File: src/rtl/reaction_pkg.sv
// rtl/reaction_pkg.sv - shared state encoding and LED bar helpers for the reaction-timer round sequencer
package reaction_pkg;

  typedef enum logic [2:0] {
    IDLE,
    LIGHTS,
    DELAY,
    MEASURE,
    DONE,
    FAULT
  } state_t;

  localparam int MAX_LEDS = 32;

  // Top-aligned so any bar width takes its pattern from the MSB end.
  localparam logic [MAX_LEDS-1:0] FAULT_PATTERN = 32'hAAAA_AAAA;

  function automatic logic [MAX_LEDS-1:0] bar_fill(input int unsigned led_cnt);
    logic [MAX_LEDS-1:0] ones;
    ones = '1;
    return ~(ones >> led_cnt);
  endfunction

endpackage

File: src/rtl/reaction_sat_counter.sv
// rtl/reaction_sat_counter.sv - saturating counter with clear, increment and saturation flag
module reaction_sat_counter #(
  parameter int W = 14
) (
  input  logic         clk,
  input  logic         rst_n,
  input  logic         clr,
  input  logic         inc,
  output logic [W-1:0] cnt,
  output logic         sat
);

  assign sat = &cnt;

  always_ff @(posedge clk) begin
    if (!rst_n || clr) begin
      cnt <= '0;
    end else if (inc && !sat) begin
      cnt <= cnt + 1'b1;
    end
  end

endmodule

File: src/rtl/reaction_round_ctrl.sv
// rtl/reaction_round_ctrl.sv - reaction-timer round sequencer; define BEST_TIME_EN to add best_ms tracking
module reaction_round_ctrl
  import reaction_pkg::*;
#(
  parameter int N_LEDS     = 10,
  parameter int STEP_TICKS = 500,
  parameter int DELAY_W    = 7,
  parameter int RT_W       = 14
) (
  input  logic               clk,
  input  logic               rst_n,
  input  logic               tick_ms,
  input  logic               trigger,
  input  logic               reaction,
  input  logic [DELAY_W-1:0] lfsr_val,
  output logic               en_lfsr,
  output logic [N_LEDS-1:0]  ledr,
  output logic [RT_W-1:0]    rt_ms,
  output logic               rt_valid,
  output logic               false_start,
  output logic               busy
`ifdef BEST_TIME_EN
  ,
  output logic [RT_W-1:0]    best_ms
`endif
);

  localparam int LED_CW = $clog2(N_LEDS + 1);
  localparam int STEP_W = $clog2(STEP_TICKS + 1);
  localparam logic [STEP_W-1:0] STEP_LAST = STEP_W'(STEP_TICKS - 1);
  localparam logic [LED_CW-1:0] LED_LAST  = LED_CW'(N_LEDS - 1);

  state_t             state, state_n;
  logic               trigger_q, trig_armed, trig_rise;
  logic [DELAY_W-1:0] dly;
  logic [STEP_W-1:0]  step_cnt;
  logic [LED_CW-1:0]  led_cnt;
  logic [RT_W-1:0]    rt_cnt;
  logic               rt_sat;
  logic               start, meas_clr, meas_inc, capture;

  // A trigger still held from reset must be released before it can start a round.
  assign trig_rise = trigger & ~trigger_q & trig_armed;

  reaction_sat_counter #(.W(RT_W)) u_rt_cnt (
    .clk   (clk),
    .rst_n (rst_n),
    .clr   (meas_clr),
    .inc   (meas_inc),
    .cnt   (rt_cnt),
    .sat   (rt_sat)
  );

  always_ff @(posedge clk) begin
    if (!rst_n) begin
      state <= IDLE;
    end else begin
      state <= state_n;
    end
  end

  always_comb begin
    state_n  = state;
    start    = 1'b0;
    meas_clr = 1'b0;
    meas_inc = 1'b0;
    capture  = 1'b0;
    case (state)
      IDLE, DONE, FAULT: begin
        if (trig_rise) begin
          state_n = LIGHTS;
          start   = 1'b1;
        end
      end
      LIGHTS: begin
        if (reaction) begin
          state_n = FAULT;
        end else if (tick_ms && step_cnt == STEP_LAST && led_cnt == LED_LAST) begin
          state_n = DELAY;
        end
      end
      DELAY: begin
        if (reaction) begin
          state_n = FAULT;
        end else if (dly == '0) begin
          state_n  = MEASURE;
          meas_clr = 1'b1;
        end
      end
      MEASURE: begin
        // A saturated counter already holds the timeout value, so both exits capture rt_cnt.
        if (reaction || rt_sat) begin
          state_n = DONE;
          capture = 1'b1;
        end else begin
          meas_inc = tick_ms;
        end
      end
      default: state_n = IDLE;
    endcase
  end

  always_ff @(posedge clk) begin
    if (!rst_n) begin
      trigger_q  <= 1'b0;
      trig_armed <= 1'b0;
      dly        <= '0;
      step_cnt   <= '0;
      led_cnt    <= '0;
      rt_ms      <= '0;
      rt_valid   <= 1'b0;
    end else begin
      trigger_q <= trigger;
      if (!trigger) begin
        trig_armed <= 1'b1;
      end
      rt_valid <= capture;
      if (capture) begin
        rt_ms <= rt_cnt;
      end
      if (start) begin
        dly      <= lfsr_val;
        step_cnt <= '0;
        led_cnt  <= '0;
      end else if (state == LIGHTS && tick_ms) begin
        if (step_cnt == STEP_LAST) begin
          step_cnt <= '0;
          led_cnt  <= led_cnt + 1'b1;
        end else begin
          step_cnt <= step_cnt + 1'b1;
        end
      end else if (state == DELAY && tick_ms && dly != '0) begin
        dly <= dly - 1'b1;
      end
    end
  end

  always_comb begin
    ledr        = '0;
    en_lfsr     = 1'b0;
    busy        = 1'b0;
    false_start = 1'b0;
    case (state)
      IDLE, DONE: en_lfsr = 1'b1;
      LIGHTS: begin
        busy = 1'b1;
        ledr = N_LEDS'(bar_fill(32'(led_cnt)) >> (MAX_LEDS - N_LEDS));
      end
      DELAY: begin
        busy = 1'b1;
        ledr = '1;
      end
      MEASURE: busy = 1'b1;
      FAULT: begin
        en_lfsr     = 1'b1;
        false_start = 1'b1;
        ledr        = N_LEDS'(FAULT_PATTERN >> (MAX_LEDS - N_LEDS));
      end
      default: ledr = '0;
    endcase
  end

`ifdef BEST_TIME_EN
  // A timeout result is all ones and can never be strictly below best_ms.
  always_ff @(posedge clk) begin
    if (!rst_n) begin
      best_ms <= '1;
    end else if (rt_valid && rt_ms < best_ms) begin
      best_ms <= rt_ms;
    end
  end
`endif

endmodule
File: config.mk
export PLATFORM = sky130hd
export DESIGN_NAME = reaction_round_ctrl
export DESIGN_NICKNAME = d
export VERILOG_FILES = /design/src/rtl/reaction_pkg.sv /design/src/rtl/reaction_sat_counter.sv /design/src/rtl/reaction_round_ctrl.sv
export SDC_FILE = /design/constraint.sdc
export NUM_CORES = 1
export LEC_CHECK = 0
export CAP_MARGIN = 10
export CELL_PAD_IN_SITES_DETAIL_PLACEMENT = 0
export CELL_PAD_IN_SITES_GLOBAL_PLACEMENT = 2
export CORE_MARGIN = 2
export CORE_UTILIZATION = 29
export DETAILED_ROUTE_END_ITERATION = 6
export PLACE_DENSITY = 0.72
export SLEW_MARGIN = 30
export SYNTH_ARGS = -nofsm -noshare
export SYNTH_HDL_FRONTEND = slang
export SYNTH_SLANG_ARGS = --single-unit
File: constraint.sdc
create_clock -name clk -period 1.7 [get_ports clk]
set_input_delay 0.34 -clock clk [delete_from_list [all_inputs] [get_ports clk]]
set_output_delay 0.34 -clock clk [all_outputs]
set_load 0.02 [all_outputs]
## After elaboration in Yosys (flattened, before gate mapping)

Cells that the tools add are included.
Widths: inputs -> output; s select.

- Output and inout port bits: 28
- Register bits after elaboration: 54
- Input bits: 12

- Multiplexer cells: 24
- Add/sub/neg operators: 4
- Bitwise logic cells: 5
- Shift operators: 1
- Reduce and logical (&&, ||, !) cells: 21
- Eq/ne operators: 12

Operators by type and width:

| kind | number |
|---|---|
| $not 32->32 | 1 |
| $shr 32x4->32 const A | 1 |
| $pmux 10 s3 | 1 |
| $mux 7 | 3 |
| $mux 3 | 6 |
| $add 14x1->14 const B | 1 |
| $reduce_and 14->1 | 1 |
| $mux 1 | 12 |
| $pmux 3 s4 | 1 |
| $add 9x1->9 const B | 1 |
| $eq 9x9->1 const B | 1 |
| $mux 9 | 1 |
| $logic_not 7->1 | 1 |
| $reduce_bool 7->1 | 1 |
| $sub 7x1->7 const B | 1 |
| $eq 3x2->1 const B | 2 |
| $eq 3x3->1 const B | 2 |
| $logic_and 1x1->1 | 6 |
| $ne 3x3->1 const B | 2 |
| $reduce_or 3->1 | 2 |
| $add 4x1->4 const B | 1 |
| $eq 4x4->1 const B | 1 |
| $ne 2x2->1 const B | 2 |
| $reduce_and 2->1 | 2 |
| 10 further kinds | 14 |

## Longest topological paths before layout

Gate-level depths: netlist (run 1).

- Word-level depth: 7
- Gate-level depth with buffers: 7
- Gate-level depth less buffers: 6

## Modules after synthesis

From an unflattened synthesis (run 1), not the netlist that was laid out.

- Cells, all modules: 341
- Area total of the unflattened synthesis: 2869.0 um^2

Modules (own cells, without submodules):

| module | cells each | instances | area an instance (um^2) |
|---|---|---|---|
| reaction_round_ctrl | 258 | 1 | 2160.8 |
| reaction_sat_counter | 83 | 1 | 708.2 |

## Worst setup path after synthesis (run 1)

No wires, ideal clock.

- Path type: reg2reg
- Start: reg u_rt_cnt.cnt[0]
- End: reg rt_ms[10]
- Data required time: 1.628 ns
- Arrival time: 1.808 ns
- Path buffers: 2
- Clock period less this slack: 1.880 ns
- Setup time: 0.072 ns
- Slack: -0.180 ns
- Stages on the path, launching flop included: 8
- Cell sequence: dfxtp_1 > ha_1 > nand3_1 > nor4_2 > o211a_1 > buf_2 > buf_4 > mux2i_1

- Longest elaborated chain between the ends: 4

RTL lines:

| item | RTL line | RTL |
|---|---|---|
| from (decl) | reaction_sat_counter.sv:9 | `output logic [W-1:0] cnt,` |
| from (signal assigned) | reaction_sat_counter.sv:19 | `cnt <= cnt + 1'b1;` |
| $reduce_and 14->1 | reaction_sat_counter.sv:13 | `assign sat = &cnt;` |
| $logic_or 1x1->1 | reaction_round_ctrl.sv:92 | `if (reaction \|\| rt_sat) begin` |
| $mux 1 | reaction_round_ctrl.sv:92 |  |
| $mux 1 | reaction_round_ctrl.sv:68 | `case (state)` |
| to (signal assigned) | reaction_round_ctrl.sv:119 | `rt_ms <= rt_cnt;` |
| to (decl) | reaction_round_ctrl.sv:18 | `output logic [RT_W-1:0] rt_ms,` |

No other way between the ends.
A chain may end at the register's enable or synchronous reset.

## Final worst setup path (run 1)

- Start: reg u_rt_cnt.cnt[0]
- End: reg u_rt_cnt.cnt[12]

- Longest elaborated chain between the ends: 5
- Elaborated cells between the ends (all ways): 7
- Those cells by class: add/sub (1); mux (2); reduce/logical (4)

RTL lines:

| item |
|---|
| branches (longest 5 deep; another with $add 14x1->14) |

Parallel ways; which one is timed is not known.

==> metrics.txt, run 1 <==
# TYPE chip_impl_metric gauge
chip_impl_metric{name="grt_util_all_layers",unit="%"} 14.7
chip_impl_metric{name="fin_ws",unit="ns"} -0.0623
chip_impl_metric{name="post-synth-top-area-fraction",unit="%"} 36.8
chip_impl_metric{name="cp_data_required_time",unit="ns"} 1.95
chip_impl_info{name="worst-setup-path-type",value="flop to flop"} 1
chip_impl_metric{name="floorplan.die_area",unit="µm²"} 10900
chip_impl_info{name="ys_dominant_reg_cell",value="sky130_fd_sc_hd__dfxtp_1"} 1
chip_impl_info{name="synth_area_leader_cell",value="sky130_fd_sc_hd__dfxtp_1"} 1
chip_impl_metric{name="synth_cell_types",unit=""} 51
chip_impl_metric{name="grt-ovfl-total",unit=""} 0
chip_impl_metric{name="synthCells",unit=""} 351
chip_impl_metric{name="dr.pass1.iters",unit=""} 4
chip_impl_metric{name="worst_ir_drop_vdd",unit="µV"} 282
chip_impl_metric{name="post_route_skew",unit="ns"} 0.0132
chip_impl_metric{name="num_antenna_cells",unit=""} 0
chip_impl_metric{name="clkLatencyLatePin",unit="ns"} 0.31
chip_impl_metric{name="route.final.wire_length",unit="µm"} 8110
chip_impl_metric{name="htreeDepth",unit=""} 2
chip_impl_info{name="setup.worst_path.start_class",value="flop"} 1
chip_impl_metric{name="clkSinkCount",unit=""} 54
chip_impl_metric{name="hpwl",unit="µm"} 5890
chip_impl_metric{name="finalNetCount",unit=""} 478
chip_impl_metric{name="yosysWarnings",unit=""} 0
chip_impl_metric{name="final.setup.tns",unit="ns"} -0.435
chip_impl_metric{name="grt_antenna_before_repair",unit=""} 0
chip_impl_metric{name="fmax",unit="MHz"} 567
chip_impl_metric{name="pin_count_of_the_biggest_net_entering_global_routing",unit=""} 33
chip_impl_metric{name="drive_gt1_share",unit="%"} 32.5
chip_impl_metric{name="via_count",unit=""} 2897
chip_impl_metric{name="cts-buffers-inserted",unit=""} 5
chip_impl_metric{name="placeableCoreArea",unit="µm²"} 9820
chip_impl_metric{name="arrival",unit="ns"} 2.02
chip_impl_info{name="post-synth-top-count-cell",value="sky130_fd_sc_hd__dfxtp_1"} 1
chip_impl_metric{name="cap_violations",unit=""} 0
chip_impl_info{name="ys_top_cells_by_area",value="sky130_fd_sc_hd__dfxtp_1 37%, sky130_fd_sc_hd__mux2i_1 6.8%, sky130_fd_sc_hd__nand2_1 6.3%"} 1
chip_impl_metric{name="detail_route.drc_violations",unit=""} 0
chip_impl_info{name="cts_tree",value="done"} 1
chip_impl_metric{name="antenna_violating_nets_post_route",unit=""} 0
chip_impl_metric{name="worst-slew-pin-transition",unit="ns"} 0.354
chip_impl_metric{name="sequential_cell_area_fraction_in_the_yosys_report",unit="%"} 36.8
chip_impl_metric{name="finalWorstPathRequiredPeriod",unit="ns"} 1.76
chip_impl_info{name="outcome",value="complete, but fails checks"} 1
chip_impl_metric{name="weighted_congestion_reported_at_the_end_of_routability_driven_placement",unit=""} 0.826
chip_impl_metric{name="final_hold_viol_count",unit=""} 0
chip_impl_metric{name="critical_path_peak_fanout",unit=""} 4
chip_impl_metric{name="leakage_power",unit="nW"} 1.71
chip_impl_metric{name="first_global_vias",unit=""} 2808
chip_impl_metric{name="fp.dieH",unit="µm"} 105
chip_impl_metric{name="relSlewSlack",unit="%"} 76.4
chip_impl_metric{name="first_iter_violations",unit=""} 89
chip_impl_metric{name="cts_buffer_depth",unit=""} 2
chip_impl_metric{name="setup-violations-final",unit=""} 15
chip_impl_metric{name="slew_violations",unit=""} 0
chip_impl_info{name="worstSetupEndpointType",value="flop"} 1
chip_impl_metric{name="number_of_enable_flip_flop_cells_after_synthesis",unit=""} 0
chip_impl_info{name="violations",value="setup timing"} 1
chip_impl_metric{name="numPortBuffers",unit=""} 39
chip_impl_metric{name="number_of_synthesized_register_bits",unit=""} 54
chip_impl_metric{name="post_route_non_filler_standard_cell_count",unit=""} 592
chip_impl_metric{name="synth.avg_cell_area",unit="µm²"} 8.36
chip_impl_info{name="grt_setup_unrepaired",value="true"} 1
chip_impl_metric{name="finalCritPeriodShare",unit="%"} 104
chip_impl_metric{name="std_cell_rows",unit=""} 36
chip_impl_metric{name="synth_async_sr_flop_share",unit="%"} 0
chip_impl_info{name="cts-root-buf",value="sky130_fd_sc_hd__clkbuf_8"} 1
chip_impl_metric{name="clk_pin_slew_worst_paths",unit="ns"} 0.11
chip_impl_info{name="hold_class",value="flop to flop"} 1
chip_impl_metric{name="io-pin-count",unit=""} 40
chip_impl_metric{name="postSynthNetCount",unit=""} 371
chip_impl_metric{name="post-place-cells",unit=""} 579
chip_impl_metric{name="route.detailed.wl_per_inst",unit="µm"} 13.7
chip_impl_metric{name="vias_per_cell",unit=""} 4.89
chip_impl_metric{name="die_x",unit="µm"} 105
chip_impl_metric{name="power.density",unit="nW/µm²"} 555
chip_impl_info{name="post_synth_most_frequent_cells",value="54 x sky130_fd_sc_hd__dfxtp_1, 49 x sky130_fd_sc_hd__nand2_1, 21 x sky130_fd_sc_hd__a21oi_1, 21 x sky130_fd_sc_hd__nor2_1, 20 x sky130_fd_sc_hd__mux2i_1"} 1
chip_impl_metric{name="layout_stage_area_growth_over_the_synthesis_result",unit="%"} 50.9
chip_impl_metric{name="grt_pass1_wl",unit="µm"} 13300
chip_impl_metric{name="whs",unit="ns"} 0.449
chip_impl_metric{name="start_util",unit="%"} 29.9
chip_impl_metric{name="syn-cell-area",unit="µm²"} 2940
[through the flow]
stage                     util [%]  area [µm²]  setup WS (ns)  power [mW]
after global placement        41.5        4070         -0.436        1.68
after floorplan                  -        2970       -0.00791        1.51
after CTS                     43.5        4270        -0.0937        2.48
after global routing          45.1        4430         -0.167        2.58
final                         45.1        4430        -0.0623        2.46
after detailed placement      41.5        4070         -0.462        1.68
[path summary, 6_finish.rpt]
path / from / to / slack, ns / cells after the start
worst max register to register: u_rt_cnt.cnt[0]$_SDFFE_PP0P_ / u_rt_cnt.cnt[12]$_SDFFE_PP0P_ / -0.06 / 5
worst max-delay path: u_rt_cnt.cnt[0]$_SDFFE_PP0P_ / u_rt_cnt.cnt[12]$_SDFFE_PP0P_ / -0.06 / 5
worst min register to register: trig_armed$_SDFFE_PN0N_ / trig_armed$_SDFFE_PN0N_ / 0.45 / 2
worst min-delay path: trig_armed$_SDFFE_PN0N_ / trig_armed$_SDFFE_PN0N_ / 0.45 / 2
[per-layer routing]
layer  part of all wire (%)  track usage (%)  up-vias
li1                       -                -     1485
met1                     45             17.7     1369
met2                     51             27.5       39
met3                    2.7             2.25        4
met4                   0.84             3.33        0
met5                      0                0        -
[registers in the layout (all words and copies together), names as in the netlist]
name and flops:
u_rt_cnt.cnt 14, state 3, trig_armed 1, dly 7, rt_ms 14, led_cnt 4
rt_valid 1, trigger_q 1, step_cnt 9
[layout make-up]
cell class                 instances  area [µm²]
clock buffer                       7        86.3
clock inverter                     1        8.76
fill                            1016        5390
inverter                          11        43.8
multi-input combinational        267        1950
sequential                        54        1110
tap                              133         166
timing repair buffer             119        1070
[what timing repair did]
item / in CTS / in global routing
endpoints found under the setup margin: 40 / 55
hold buffers: 0 / 0
cloned: 1 / 1
buffers inserted: 3 / 1
pin swaps: 4 / 12
gates resized for setup: 83 / 44
[report_power, final]
group | leakage (nW) | switching (mW) | internal (mW) | total, mW
Clock | 0.0489 | 0.448 | 0.339 | 0.786
Sequential | 0.444 | 0.0194 | 1.28 | 1.30
Combinational | 1.22 | 0.191 | 0.182 | 0.373
Total | 1.71 | 0.659 | 1.80 | 2.46
[layout by cell type, fill, tap and decap left out, types with 7 or more instances in the layout]
cell type and count:
sky130_fd_sc_hd__buf_4 74, sky130_fd_sc_hd__nand2_1 48, sky130_fd_sc_hd__dfxtp_1 43, sky130_fd_sc_hd__clkdlybuf4s50_1 23
sky130_fd_sc_hd__nor2_1 20, sky130_fd_sc_hd__mux2i_1 20, sky130_fd_sc_hd__a21oi_1 19, sky130_fd_sc_hd__xor2_1 14
sky130_fd_sc_hd__nand4_1 13, sky130_fd_sc_hd__nand3_1 10, sky130_fd_sc_hd__nand2b_1 8, sky130_fd_sc_hd__o21ai_0 8
sky130_fd_sc_hd__and2_1 7, sky130_fd_sc_hd__inv_1 7
[kinds of logic after synthesis]
family | share of synthesized area (%)
AOI/OAI and AO/OA | 14.7
xor gates and xnor gates | 5.07
adders and majority gates | 3.41
buffers and inverters | 4.13
DFF | 36.8
muxes | 7.20
and+or+nand+nor | 28.6
[critical path: stages, from the launching register on]
cell and delay [ns]:
sky130_fd_sc_hd__dfxtp_4 0.38, sky130_fd_sc_hd__ha_4 0.15, sky130_fd_sc_hd__inv_2 0.04, sky130_fd_sc_hd__or4_4 0.50, sky130_fd_sc_hd__or4_4 0.50, sky130_fd_sc_hd__a21oi_2 0.14
Note: power is estimated with default switching activity, not from simulation.
==> run 2: changes to the inputs <==
- CAP_MARGIN: 10 -> 20
==> results of run 2 <==
No change in the layout: final DEF, timing and power equal those of run 1.
==> run 3: changes to the inputs <==
- ABC_CLOCK_PERIOD_IN_PS: not set -> 2000
- CORE_UTILIZATION: 29 -> 30
- clock period: 1.7 -> 2 ns (I/O delays scaled with it)
==> metrics.txt, run 3 (same netlist as run 1, synthesis figures left out) <==
# TYPE chip_impl_metric gauge
chip_impl_info{name="outcome",value="finished clean"} 1
chip_impl_metric{name="route.final.wire_length",unit="µm"} 7320
chip_impl_metric{name="arrival",unit="ns"} 2.21
chip_impl_metric{name="cts_buffer_depth",unit=""} 2
chip_impl_info{name="critical-path-slowest-cell",value="sky130_fd_sc_hd__or4_4"} 1
chip_impl_info{name="final_common_cell",value="sky130_fd_sc_hd__dfxtp_1"} 1
chip_impl_metric{name="grt_pass1_wl",unit="µm"} 12500
chip_impl_metric{name="htreeDepth",unit=""} 2
chip_impl_info{name="hold_class",value="flop to flop"} 1
chip_impl_metric{name="whs",unit="ns"} 0.453
chip_impl_metric{name="worst-slew-pin-transition",unit="ns"} 0.615
chip_impl_metric{name="seq_power_share",unit="%"} 55.7
chip_impl_info{name="path_cells",value="clkdlybuf4s50_1, nand4bb_4, or4_4, or4_1, a21oi_1"} 1
chip_impl_metric{name="post_route_non_filler_standard_cell_count",unit=""} 561
chip_impl_metric{name="fp.dieH",unit="µm"} 103
chip_impl_metric{name="pin_count_of_the_biggest_net_entering_global_routing",unit=""} 31
chip_impl_metric{name="antenna_violating_nets_post_route",unit=""} 0
chip_impl_metric{name="p_int",unit="mW"} 1.46
chip_impl_metric{name="grt_antenna_before_repair",unit=""} 0
chip_impl_metric{name="first_global_vias",unit=""} 2649
chip_impl_metric{name="cts-buffers-inserted",unit=""} 5
chip_impl_info{name="cpLargestDelayFamily",value="simple AND/OR/NAND/NOR gates"} 1
chip_impl_metric{name="leakage_power",unit="nW"} 1.48
chip_impl_metric{name="clk_pin_slew_worst_paths",unit="ns"} 0.10
chip_impl_metric{name="via_count",unit=""} 2721
chip_impl_metric{name="hpwl",unit="µm"} 5480
chip_impl_metric{name="cp_data_required_time",unit="ns"} 2.24
chip_impl_metric{name="numPortBuffers",unit=""} 39
chip_impl_metric{name="fmax",unit="MHz"} 508
chip_impl_metric{name="vias_per_cell",unit=""} 4.85
chip_impl_metric{name="floorplan.die_area",unit="µm²"} 10600
chip_impl_info{name="cts-root-buf",value="sky130_fd_sc_hd__clkbuf_8"} 1
chip_impl_info{name="top_registers",value="rt_ms (14), u_rt_cnt.cnt (14), step_cnt (9)"} 1
chip_impl_metric{name="crit_path_max_incr_delay",unit="ns"} 0.51
chip_impl_metric{name="sw_frac_of_total",unit="%"} 26.7
chip_impl_metric{name="pre_cts_ws",unit="ns"} -0.284
chip_impl_metric{name="setup-violations-final",unit=""} 0
chip_impl_info{name="final_cell_mix",value="50 x sky130_fd_sc_hd__dfxtp_1, 49 x sky130_fd_sc_hd__nand2_1, 46 x sky130_fd_sc_hd__buf_4"} 1
chip_impl_metric{name="first_iter_violations",unit=""} 80
chip_impl_metric{name="std_cell_rows",unit=""} 36
chip_impl_metric{name="final_hold_viol_count",unit=""} 0
chip_impl_metric{name="grt_util_all_layers",unit="%"} 14.7
chip_impl_metric{name="drive_gt1_share",unit="%"} 18.9
chip_impl_metric{name="relSlewSlack",unit="%"} 58.8
chip_impl_metric{name="clkSinkCount",unit=""} 54
chip_impl_metric{name="start_util",unit="%"} 30.5
chip_impl_metric{name="clkLatencyLatePin",unit="ns"} 0.31
chip_impl_metric{name="post-place-cells",unit=""} 553
chip_impl_metric{name="cts_resized",unit=""} 23
chip_impl_metric{name="worst_ir_drop_vdd",unit="µV"} 252
chip_impl_info{name="cts_tree",value="done"} 1
chip_impl_info{name="worst-setup-path-type",value="primary input to flop"} 1
chip_impl_metric{name="num_antenna_cells",unit=""} 0
chip_impl_metric{name="post_route_skew",unit="ns"} 0.0131
chip_impl_metric{name="part_of_the_total_power_dissipated_in_the_clock_network",unit="%"} 31.1
chip_impl_metric{name="power.density",unit="nW/µm²"} 511
chip_impl_metric{name="finalCritPeriodShare",unit="%"} 98.5
chip_impl_metric{name="finalWorstPathRequiredPeriod",unit="ns"} 1.97
chip_impl_metric{name="slew_violations",unit=""} 0
chip_impl_info{name="grt_setup_unrepaired",value="false"} 1
chip_impl_metric{name="layout_stage_area_growth_over_the_synthesis_result",unit="%"} 32.9
chip_impl_metric{name="fin_ws",unit="ns"} 0.0300
chip_impl_metric{name="switchingPower",unit="mW"} 0.531
chip_impl_metric{name="weighted_congestion_reported_at_the_end_of_routability_driven_placement",unit=""} 0.810
chip_impl_metric{name="dr.pass1.iters",unit=""} 4
chip_impl_metric{name="io-pin-count",unit=""} 40
chip_impl_metric{name="cap_violations",unit=""} 0
chip_impl_metric{name="finalNetCount",unit=""} 447
chip_impl_metric{name="route.detailed.wl_per_inst",unit="µm"} 13.0
chip_impl_metric{name="postCtsHoldBufs",unit=""} 0
chip_impl_info{name="worstSetupEndpointType",value="flop"} 1
chip_impl_metric{name="post-layout-total-power",unit="mW"} 1.99
chip_impl_metric{name="share_comb_of_total_power",unit="%"} 13.2
chip_impl_metric{name="grt-ovfl-total",unit=""} 0
chip_impl_info{name="setup.worst_path.start_class",value="primary input"} 1
chip_impl_metric{name="die_x",unit="µm"} 103
chip_impl_metric{name="detail_route.drc_violations",unit=""} 0
chip_impl_metric{name="placeableCoreArea",unit="µm²"} 9640
chip_impl_metric{name="number_of_buffers_inserted_by_post_cts_setup_repair",unit=""} 0
chip_impl_metric{name="critical_path_peak_fanout",unit=""} 4
chip_impl_metric{name="postLayoutCoreUtil",unit="%"} 40.5
chip_impl_metric{name="path_buf_inv",unit=""} 1
-- run 3: area by class of cell --
cell class	count	area (µm²)
clock buffers	5	68.8
repair buffers	88	763
inverters	11	41.3
clock inverters	3	18.8
well taps	133	166
fillers	1029	5740
flip-flops and latches	54	1090
multi-input cells	267	1760
-- run 3: metal layers --
metal	GRT usage (%)	part of all wire, %	up-vias
met5	0	0	-
met3	2.37	3.3	4
li1	-	-	1417
met1	18.9	47	1254
met4	3.64	0.86	0
met2	25.8	49	46
-- run 3: power groups by stage --
stage               combinational, mW  clock, mW  sequential [mW]
finish                          0.263      0.620             1.11
detailed placement              0.268          0             1.13
global route                    0.293      0.689             1.11
global placement                0.267          0             1.13
CTS                             0.265      0.658             1.11
floorplan                       0.151          0             1.13
-- run 3: path summary, 6_finish.rpt --
check,start,end,slack (ns),cells past startpoint
worst max-delay path,reaction,u_rt_cnt.cnt[12]$_SDFFE_PP0P_,0.03,5
worst min register to register,trig_armed$_SDFFE_PN0N_,trig_armed$_SDFFE_PN0N_,0.45,2
worst min-delay path,trig_armed$_SDFFE_PN0N_,trig_armed$_SDFFE_PN0N_,0.45,2
worst max register to register,u_rt_cnt.cnt[0]$_SDFFE_PP0P_,u_rt_cnt.cnt[12]$_SDFFE_PP0P_,0.07,5
-- run 3: tightest hold or removal path: stages (launching register included) --
cell                      delay (ns)
sky130_fd_sc_hd__dfxtp_1        0.32
sky130_fd_sc_hd__inv_1          0.05
sky130_fd_sc_hd__a21oi_1        0.05
-- run 3: per-stage QoR --
stage	cell area (µm²)	TNS [ns]
2_1_floorplan	2940	0
3_3_place_gp	3820	-1.67
3_5_place_dp	3820	-2.22
4_1_cts	3900	-0.00563
5_1_grt	3900	0
6_report	3900	0
